[src/rtl/lfsr_gen.sv]
// Fibonacci LFSR, shifts left one step per enabled cycle; TAPS selects feedback bits.
module lfsr_gen #(
  parameter int               WIDTH = 16,
  parameter logic [WIDTH-1:0] TAPS  = 16'hB400,
  parameter logic [WIDTH-1:0] SEED  = 16'hACE1
) (
  input  logic             clk,
  input  logic             reset,
  input  logic             en,
  output logic [WIDTH-1:0] value
);

  always_ff @(posedge clk) begin
    if (reset) begin
      value <= SEED;
    end else if (en) begin
      value <= {value[WIDTH-2:0], ^(value & TAPS)};
    end
  end

endmodule

[config.mk]
export PLATFORM = sky130hd
export DESIGN_NAME = lfsr_gen
export DESIGN_NICKNAME = d
export VERILOG_FILES = /design/src/rtl/lfsr_gen.sv
export SDC_FILE = /design/constraint.sdc
export NUM_CORES = 1
export LEC_CHECK = 0
export BUFFER_PORTS_ARGS = -buffer_cell sky130_fd_sc_hd__buf_2
export CAP_MARGIN = 25
export CORE_MARGIN = 2
export CORE_UTILIZATION = 42
export DETAILED_ROUTE_END_ITERATION = 6
export PLACE_DENSITY = 0.73
export RECOVER_POWER = 50
export SETUP_SLACK_MARGIN = 0.2
export SYNTH_ARGS = -nofsm -noshare
export SYNTH_HDL_FRONTEND = slang
export SYNTH_SLANG_ARGS = --single-unit
[constraint.sdc]
create_clock -name clk -period 0.87 [get_ports clk]
set_input_delay 0.1305 -clock clk [delete_from_list [all_inputs] [get_ports clk]]
set_output_delay 0.1305 -clock clk [all_outputs]
set_load 0.03 [all_outputs]
==> results.yml, run 1 <==
power:
  power-per-cell-area_nw_per_um2: 1680
  max-vdd-ir-drop_v: 0.00107
  leakagePower_nw: 0.488
  power_total_mw: 1.72
timing:
  fin_tns_setup_ns: -0.694
  skew_ns: 0.00423
  period_needed_ns: 0.942
  final_hold_viol_count: 0
  worst_slew_margin_rel_pct: 84.2
  postLayoutSetupSlackWorst_ns: -0.0718
  grt_setup_unrepaired: "yes"
  hold_slack_ns: 0.0903
  max_freq_mhz: 1060
  slew_violations: 0
  finalSetupViolations: 17
  final.period_utilization_pct: 108
  worstMarginPinSlew_ns: 0.236
final_layout:
  layout_top_registers: "value (16)"
  nNetsFinal: 93
  register_area_sq_um: 350
  final_layout_size_suffix_gt1_share_pct: 60.7
  n_antenna_cell: 0
  largest_register_ffs: 16
  registers.top_by_ff_count: "value"
  area.growth.synth_to_final_pct: 65.1
  multi_input_area_sq_um: 259
  fillcell_total: 77
floorplanning:
  rows: 13
  io_pins: 19
  initial_utilization_pct: 46.4
  dieHeight_um: 42.4
  total_core_area_sq_um: 1330
  die_x_um: 42.4
  die-area_sq_um: 1800
global_route:
  first_pass_grt_wire_length_um: 1990
  largest_net_degree_at_the_start_of_global_routing: 18
  antenna_found_initial: 0
  gr-usage-all-layers_pct: 15.5
  via_count_of_the_first_global_routing_pass: 428
  gr-total-overflow: 0
detailed_routing:
  routed_wl_um: 1350
  drt-initial-drc-count: 5
  wl_per_cell_um: 13.0
  drt.antenna.violating_nets: 0
  routed_via_density: 4.90
  post-route-drc-count: 0
  detailedRoute.firstPassIterationCount: 4
  num_vias: 510
clock_tree:
  tritoncts: "done"
  cts-buffers-inserted: 3
  clockBufferDepth: 2
  number_of_h_tree_levels: 1
  clock_insertion_delay_at_the_later_pin_of_the_skew_report_ns: 0.29
  post_cts_hold_buffer_count: 0
  clock_tree_root: "sky130_fd_sc_hd__clkbuf_4"
  clock_transition_at_path_regs_ns: 0.09
  cts_num_sinks: 16
synthesis:
  synth_sequential_area_ratio_pct: 51.7
  instance_count_of_the_mapped_netlist: 55
  postSynthAreaPerCell_sq_um: 11.3
  mappedNetlistNets: 58
  synth.distinct_cells: 12
  synth-seq-cells: 16
  ys_warnings: 0
  mappedNetlistArea_sq_um: 619
worst_setup_path:
  crit_path_cell_trace: "buf_6"
  worst-setup-path-type: "reg2out"
  worst-endpoint-arrival_ns: 0.81
  reg2regPathDepth: 3
  reg_to_reg_slack_setup_ns: -0.05
  r2r-start: "value[12]"
  cp_slowest_cell: "sky130_fd_sc_hd__dfxtp_4"
  slowest_delay_ns: 0.39
  total_number_of_cells_along_the_worst_setup_path: 1
  worstReg2RegEnd: "value[0]"
  cpLargestDelayFamily: "flip-flops"
  path_max_fanout: 3
  cp_data_required_time_ns: 0.74
  critical_path.startpoint_type: "register"
  worstSetupEndpointType: "primary output"
  worst-path-buf-inv: 1
min_path:
  class_of_the_worst_hold_path: "in2reg"
  min_to: "value[4]"
  timing.hold.worst_path_depth: 2
  hold_start: "reset"
outcome:
  violations: "negative setup slack"
  outcome: "complete, but fails checks"
place:
  routability_congestion_estimate: 0.694
  portBuffers: 18
run:
  max_cap_violations: 0
-- cell type report --
cell class | instances | area share (%)
timing repair buffer | 33 | 35.6
sequential | 16 | 34.3
multi-input combinational | 35 | 25.3
clock buffer | 3 | 2.20
tap | 15 | 1.84
clock inverter | 1 | 0.367
inverter | 1 | 0.367
-- metal layers --
metal / track usage [%] / wire length (um)
met1: 19.1 / 584
met2: 21.8 / 678
met3: 6.90 / 62
met4: 9.38 / 25
met5: 0 / 0
-- cell families after synthesis --
group | share of synthesized area, %
buf+inv | 6.46
simple gates | 9.90
mux | 24.2
xor+xnor | 6.67
flops | 51.7
compound gates | 1.01
-- placed cells by master (no fill, tap or decap) --
| cell | n |
|---|---|
| sky130_fd_sc_hd__clkinv_1 | 1 |
| sky130_fd_sc_hd__clkbuf_4 | 3 |
| sky130_fd_sc_hd__nand2_1 | 7 |
| sky130_fd_sc_hd__dfxtp_4 | 4 |
| sky130_fd_sc_hd__buf_12 | 1 |
| sky130_fd_sc_hd__xnor2_1 | 1 |
| sky130_fd_sc_hd__xnor2_2 | 2 |
| sky130_fd_sc_hd__buf_4 | 1 |
| sky130_fd_sc_hd__nor2_1 | 8 |
| sky130_fd_sc_hd__a31oi_1 | 1 |
| sky130_fd_sc_hd__inv_1 | 1 |
| sky130_fd_sc_hd__buf_6 | 29 |
| sky130_fd_sc_hd__mux2i_1 | 15 |
| sky130_fd_sc_hd__dfxtp_2 | 12 |
| sky130_fd_sc_hd__nor3_1 | 1 |
| sky130_fd_sc_hd__buf_2 | 2 |
-- cell usage after synthesis, drive strengths merged --
master	number	area [sq um]
a31oi	1	6.26
buf	2	31.3
clkbuf	1	5.00
dfxtp	16	320
inv	1	3.75
mux2i	15	150
nand2	7	26.3
nor2	8	30.0
nor3	1	5.00
xnor2	3	41.3
-- power breakdown --
| part | internal [mW] | switching, mW | total (mW) |
|---|---|---|---|
| clock | 0.167 | 0.233 | 0.400 |
| combinational | 0.254 | 0.217 | 0.471 |
| sequential | 0.792 | 0.0576 | 0.850 |
| total | 1.21 | 0.508 | 1.72 |
-- metrics by stage --
| step | instance area, sq um | instances | utilization, % | setup WS, ns |
|---|---|---|---|---|
| 3_3_place_gp | 748 | 87 | 56.1 | 0.0408 |
| 6_report | 1020 | 104 | 76.6 | -0.0718 |
| 5_1_grt | 1020 | 104 | 76.6 | -0.114 |
| 4_1_cts | 973 | 104 | 73.0 | -0.0764 |
| 2_1_floorplan | 657 | 55 | - | 0.0155 |
| 3_5_place_dp | 748 | 87 | 56.1 | 0.0209 |
-- what timing repair did --
action	CTS	global route
pin swaps	8	6
endpoints found under the setup margin	20	32
resized for setup	33	13
buffers inserted	13	0
-- worst max path at each step --
stage	startpoint	end	slack, ns
after floorplan	value[12]	value[0]	0.02
after global placement	value[12]	value[0]	0.04
after detailed placement	value[15]	value[0]	0.02
after CTS	value[12]	value[12]	-0.08
after global routing	value[12]	value[0]	-0.11
final	value[10]	value[10]	-0.07
Power figures use the tool's default switching activity.
==> run 2, diff against run 1 <==
Settings changed: CTS_BUF_LIST from default to sky130_fd_sc_hd__clkbuf_8 sky130_fd_sc_hd__clkbuf_16, PLACE_DENSITY 0.73 to 0.7, SKIP_CTS_REPAIR_TIMING from default to 1.
==> run 2 against run 1 <==
The flow still finishes with violations (negative setup slack). Sequential share of layout area up 2.8 points. Count of clock-buffer cells in the layout up 1. Clock skew down 0.0018 ns. Total power up 9.4%. Routed wire length down 5.2%. Worst setup slack better by 0.059 ns. Critical path type unchanged. Critical endpoint unchanged.
==> results.yml, run 2 (same netlist as run 1, synthesis figures left out) <==
outcome:
  outcome: "complete, but fails checks"
  violations: "negative setup slack"
final_layout:
  nNetsFinal: 84
  registers.top_by_ff_count: "value"
  layout_top_registers: "value (16)"
  fillcell_total: 98
  area.growth.synth_to_final_pct: 52.7
  most-common-layout-cells: "19 x sky130_fd_sc_hd__buf_6, 15 x sky130_fd_sc_hd__mux2i_1, 12 x sky130_fd_sc_hd__dfxtp_2, 8 x sky130_fd_sc_hd__nor2_1, 7 x sky130_fd_sc_hd__nand2_1"
  n_antenna_cell: 0
  final_layout_size_suffix_gt1_share_pct: 57.5
  finished_layout_cells: 95
  largest_register_ffs: 16
  most_common_cell_after_layout_fill_and_taps_aside: "sky130_fd_sc_hd__buf_6"
floorplanning:
  total_core_area_sq_um: 1330
  initial_utilization_pct: 46.4
  io_pins: 19
  rows: 13
  dieHeight_um: 42.4
  die_x_um: 42.4
  die-area_sq_um: 1800
worst_setup_path:
  cp_data_required_time_ns: 0.74
  r2r-start: "value[10]"
  worstSetupEndpointType: "primary output"
  worst-path-buf-inv: 1
  cpLargestDelayFamily: "flip-flops"
  critical_path.startpoint_type: "register"
  slowest_delay_ns: 0.38
  crit_path_cell_trace: "buf_6"
  worst-setup-path-type: "reg2out"
  worst-endpoint-arrival_ns: 0.75
  cp_slowest_cell: "sky130_fd_sc_hd__dfxtp_4"
  path_max_fanout: 4
  worst_setup_path_startpoint: "value[10]"
detailed_routing:
  drt-initial-drc-count: 4
  detailedRoute.firstPassIterationCount: 3
  drt.antenna.violating_nets: 0
  post-route-drc-count: 0
  met3WireLength_um: 63
  routed_via_density: 4.74
  num_vias: 450
  topRoutingLayerUsed: "met4"
  routed_wl_um: 1280
  detail_route.wirelength.met1_um: 594
  wl_per_cell_um: 13.5
  detailroute.wirelength.met2_um: 611
clock_tree:
  number_of_h_tree_levels: 1
  clock_insertion_delay_at_the_later_pin_of_the_skew_report_ns: 0.24
  cts-buffers-inserted: 3
  clock_tree_root: "sky130_fd_sc_hd__clkbuf_8"
  clockBufferDepth: 2
  tritoncts: "done"
  cts_num_sinks: 16
  clock_transition_at_path_regs_ns: 0.06
place:
  portBuffers: 18
  placed_cell_count: 87
  hpwlAfterDp_um: 756
  routability_congestion_estimate: 0.740
global_route:
  antenna_found_initial: 0
  via_count_of_the_first_global_routing_pass: 397
  largest_net_degree_at_the_start_of_global_routing: 18
  gr-usage-all-layers_pct: 13.9
  gr-total-overflow: 0
  first_pass_grt_wire_length_um: 1770
timing:
  hold_slack_ns: 0.181
  grt_setup_unrepaired: "yes"
  max_freq_mhz: 1130
  worst_slew_margin_rel_pct: 82.9
  final_hold_viol_count: 0
  final.period_utilization_pct: 101
  skew_ns: 0.00243
  finalSetupViolations: 5
  period_needed_ns: 0.883
  slew_violations: 0
  fin_tns_setup_ns: -0.0377
  postLayoutSetupSlackWorst_ns: -0.0129
  worstMarginPinSlew_ns: 0.256
power:
  power-per-cell-area_nw_per_um2: 1990
  leakagePower_nw: 0.445
  max-vdd-ir-drop_v: 0.00128
min_path:
  hold_start: "reset"
  class_of_the_worst_hold_path: "in2reg"
run:
  max_cap_violations: 0
## run 2: cell types whose count changed in the layout (fill, tap and decap cells not counted)
cell                       delta
sky130_fd_sc_hd__clkinv_1     -1
sky130_fd_sc_hd__clkbuf_4     -3
sky130_fd_sc_hd__buf_4        +1
sky130_fd_sc_hd__buf_6       -10
sky130_fd_sc_hd__clkbuf_8     +4
## run 2: cell type report
type	count	area, sq um	area share, %
clock buffers	4	55.1	5.82
flip-flops and latches	16	350	37.0
multi-input cells	35	259	27.4
inverters	1	3.75	0.397
well taps	15	18.8	1.98
repair buffers	24	259	27.4
## run 2: per-stage QoR
step                      instance area (sq um)  setup slack [ns]  util (%)  power (mW)
after floorplan                             657            0.0155         -        1.10
after global placement                      748            0.0371      56.1        1.16
after detailed placement                    748            0.0176      56.1        1.17
after CTS                                   803           -0.0816      60.2        1.81
after global routing                        946           -0.0461      70.9        1.98
final                                       946           -0.0129      70.9        1.88
## run 2: worst min-delay path: stages
cell	delay, ns
sky130_fd_sc_hd__buf_2	0.10
sky130_fd_sc_hd__nor3_1	0.04
sky130_fd_sc_hd__a31oi_1	0.12
## run 2: final timing paths
check	end	slack, ns	depth (start not counted)
worst max register to register	value[0]	0.01	3
worst min register to register	value[11]	0.49	2
worst max-delay path	value[10]	-0.01	1
worst min-delay path	value[0]	0.18	3
## run 2: report_power, final
group | internal (mW) | switching, mW
combinational | 0.196 | 0.198
clock | 0.401 | 0.232
sequential | 0.794 | 0.0624
## run 2: metal layers
| metal | up-vias | track usage (%) |
|---|---|---|
| met1 | 205 | 16.4 |
| li1 | 230 | - |
| met3 | 2 | 6.47 |
| met2 | 13 | 19.7 |
| met4 | 0 | 9.38 |
| met5 | - | 0 |
==> run 3, diff against run 2 <==
Settings changed: SETUP_SLACK_MARGIN 0.2 to 0.02.
==> run 3 against run 2 <==
The flow still finishes with violations (negative setup slack). Flip-flop and latch count unchanged. Worst hold slack got worse by 0.048 ns. Clock skew increased by 0.0017 ns. Routed wire length increased by 2.5%. Clock power fell by 12%. Total power fell by 3.1%. Sequential power fell by 0.6%. Worst setup slack got worse by 0.0051 ns. Die area unchanged. Fmax fell by 0.57%. Combinational power increased by 5.9%. Largest cell class unchanged.
==> results.yml, run 3 (same netlist as run 1, synthesis figures left out) <==
worst_setup_path:
  worst-endpoint-arrival_ns: 0.76
  worstSetupEndpointType: "primary output"
  critical_path.startpoint_type: "register"
  crit_path_cell_trace: "buf_6"
  path_max_fanout: 4
  worstReg2RegEnd: "value[0]"
  reg_to_reg_slack_setup_ns: 0.01
  cp_data_required_time_ns: 0.74
  cp_slowest_cell: "sky130_fd_sc_hd__dfxtp_4"
  slowest_delay_ns: 0.38
  worst-path-buf-inv: 1
  worst-setup-path-type: "reg2out"
  r2r-start: "value[15]"
  cpLargestDelayFamily: "flip-flops"
  reg2regPathDepth: 3
place:
  place_ws_ns: 0.0202
  detailed_place.area_sq_um: 734
  portBuffers: 18
  hpwlAfterDp_um: 811
  routability_congestion_estimate: 0.728
  placed_cell_count: 87
floorplanning:
  initial_utilization_pct: 46.4
  die_x_um: 42.4
  dieHeight_um: 42.4
  rows: 13
  io_pins: 19
  total_core_area_sq_um: 1330
  die-area_sq_um: 1800
clock_tree:
  clock_insertion_delay_at_the_later_pin_of_the_skew_report_ns: 0.25
  tritoncts: "done"
  clockBufferDepth: 2
  clock_tree_root: "sky130_fd_sc_hd__clkbuf_8"
  cts-buffers-inserted: 3
  clock_transition_at_path_regs_ns: 0.06
  number_of_h_tree_levels: 1
  cts_num_sinks: 16
detailed_routing:
  wl_per_cell_um: 13.4
  detailedRoute.firstPassIterationCount: 2
  drt-initial-drc-count: 5
  routed_via_density: 4.86
  routed_wl_um: 1310
  drt.antenna.violating_nets: 0
  num_vias: 476
  post-route-drc-count: 0
final_layout:
  n_antenna_cell: 0
  finished_layout_cells: 98
  final_cell_area_sq_um: 947
  largest_register_ffs: 16
  fillcell_total: 94
  nNetsFinal: 87
  final_util_pct: 71.0
  registers.top_by_ff_count: "value"
  area.growth.synth_to_final_pct: 52.9
  layout_top_registers: "value (16)"
  most-common-layout-cells: "16 x sky130_fd_sc_hd__buf_6, 15 x sky130_fd_sc_hd__mux2i_1, 12 x sky130_fd_sc_hd__dfxtp_2, 8 x sky130_fd_sc_hd__nor2_1, 8 x sky130_fd_sc_hd__buf_4"
  most_common_cell_after_layout_fill_and_taps_aside: "sky130_fd_sc_hd__buf_6"
  final_layout_size_suffix_gt1_share_pct: 57.8
timing:
  final.period_utilization_pct: 102
  worst_slew_margin_rel_pct: 84.6
  skew_ns: 0.00412
  finalSetupViolations: 5
  hold_slack_ns: 0.133
  final_hold_viol_count: 0
  period_needed_ns: 0.888
  max_freq_mhz: 1130
  slew_violations: 0
  worstMarginPinSlew_ns: 0.231
  postLayoutSetupSlackWorst_ns: -0.0180
  grt_setup_unrepaired: "yes"
  fin_tns_setup_ns: -0.0515
global_route:
  first_pass_grt_wire_length_um: 1980
  via_count_of_the_first_global_routing_pass: 467
  antenna_found_initial: 0
  gr-usage-all-layers_pct: 15.3
  largest_net_degree_at_the_start_of_global_routing: 18
  gr-total-overflow: 0
min_path:
  class_of_the_worst_hold_path: "in2reg"
  hold_start: "reset"
  min_to: "value[3]"
  timing.hold.worst_path_depth: 2
run:
  max_cap_violations: 0
power:
  power_total_mw: 1.82
  leakagePower_nw: 0.451
  power-per-cell-area_nw_per_um2: 1930
  max-vdd-ir-drop_v: 0.00119
outcome:
  violations: "negative setup slack"
  outcome: "complete, but fails checks"
run 3: changes by cell type in the layout (fill, tap and decap cells not counted):
cell / before / now
sky130_fd_sc_hd__clkinv_1: 0 / 1
sky130_fd_sc_hd__clkbuf_8: 4 / 3
sky130_fd_sc_hd__buf_6: 19 / 16
sky130_fd_sc_hd__buf_4: 2 / 8
run 3: layer usage:
layer  track usage, %  up-vias  wire (um)
met5                0        -          0
met4             8.13        0         16
met3             8.19        2         74
met2             25.5       13        705
met1             15.0      226        516
li1                 -      235          -
run 3: final cells by class:
cell class / instances / area, sq um / share of cell area [%]
sequential: 16 / 350 / 37.0
timing repair buffer: 27 / 270 / 28.5
multi-input combinational: 35 / 259 / 27.3
clock buffer: 3 / 41.3 / 4.36
tap: 15 / 18.8 / 1.98
clock inverter: 1 / 3.75 / 0.396
inverter: 1 / 3.75 / 0.396
run 3: how the worst max path moves through the flow:
| stage | start | endpoint | cells past startpoint |
|---|---|---|---|
| floorplan | value[12] | value[0] | 3 |
| global placement | value[12] | value[0] | 3 |
| detailed placement | value[12] | value[0] | 3 |
| CTS | value[14] | value[14] | 1 |
| global route | value[12] | value[0] | 3 |
| finish | value[10] | value[10] | 1 |
run 3: power by group:
part | internal [mW] | switching [mW]
Sequential | 0.793 | 0.0576
Combinational | 0.211 | 0.205
Clock | 0.313 | 0.244
Total | 1.32 | 0.507
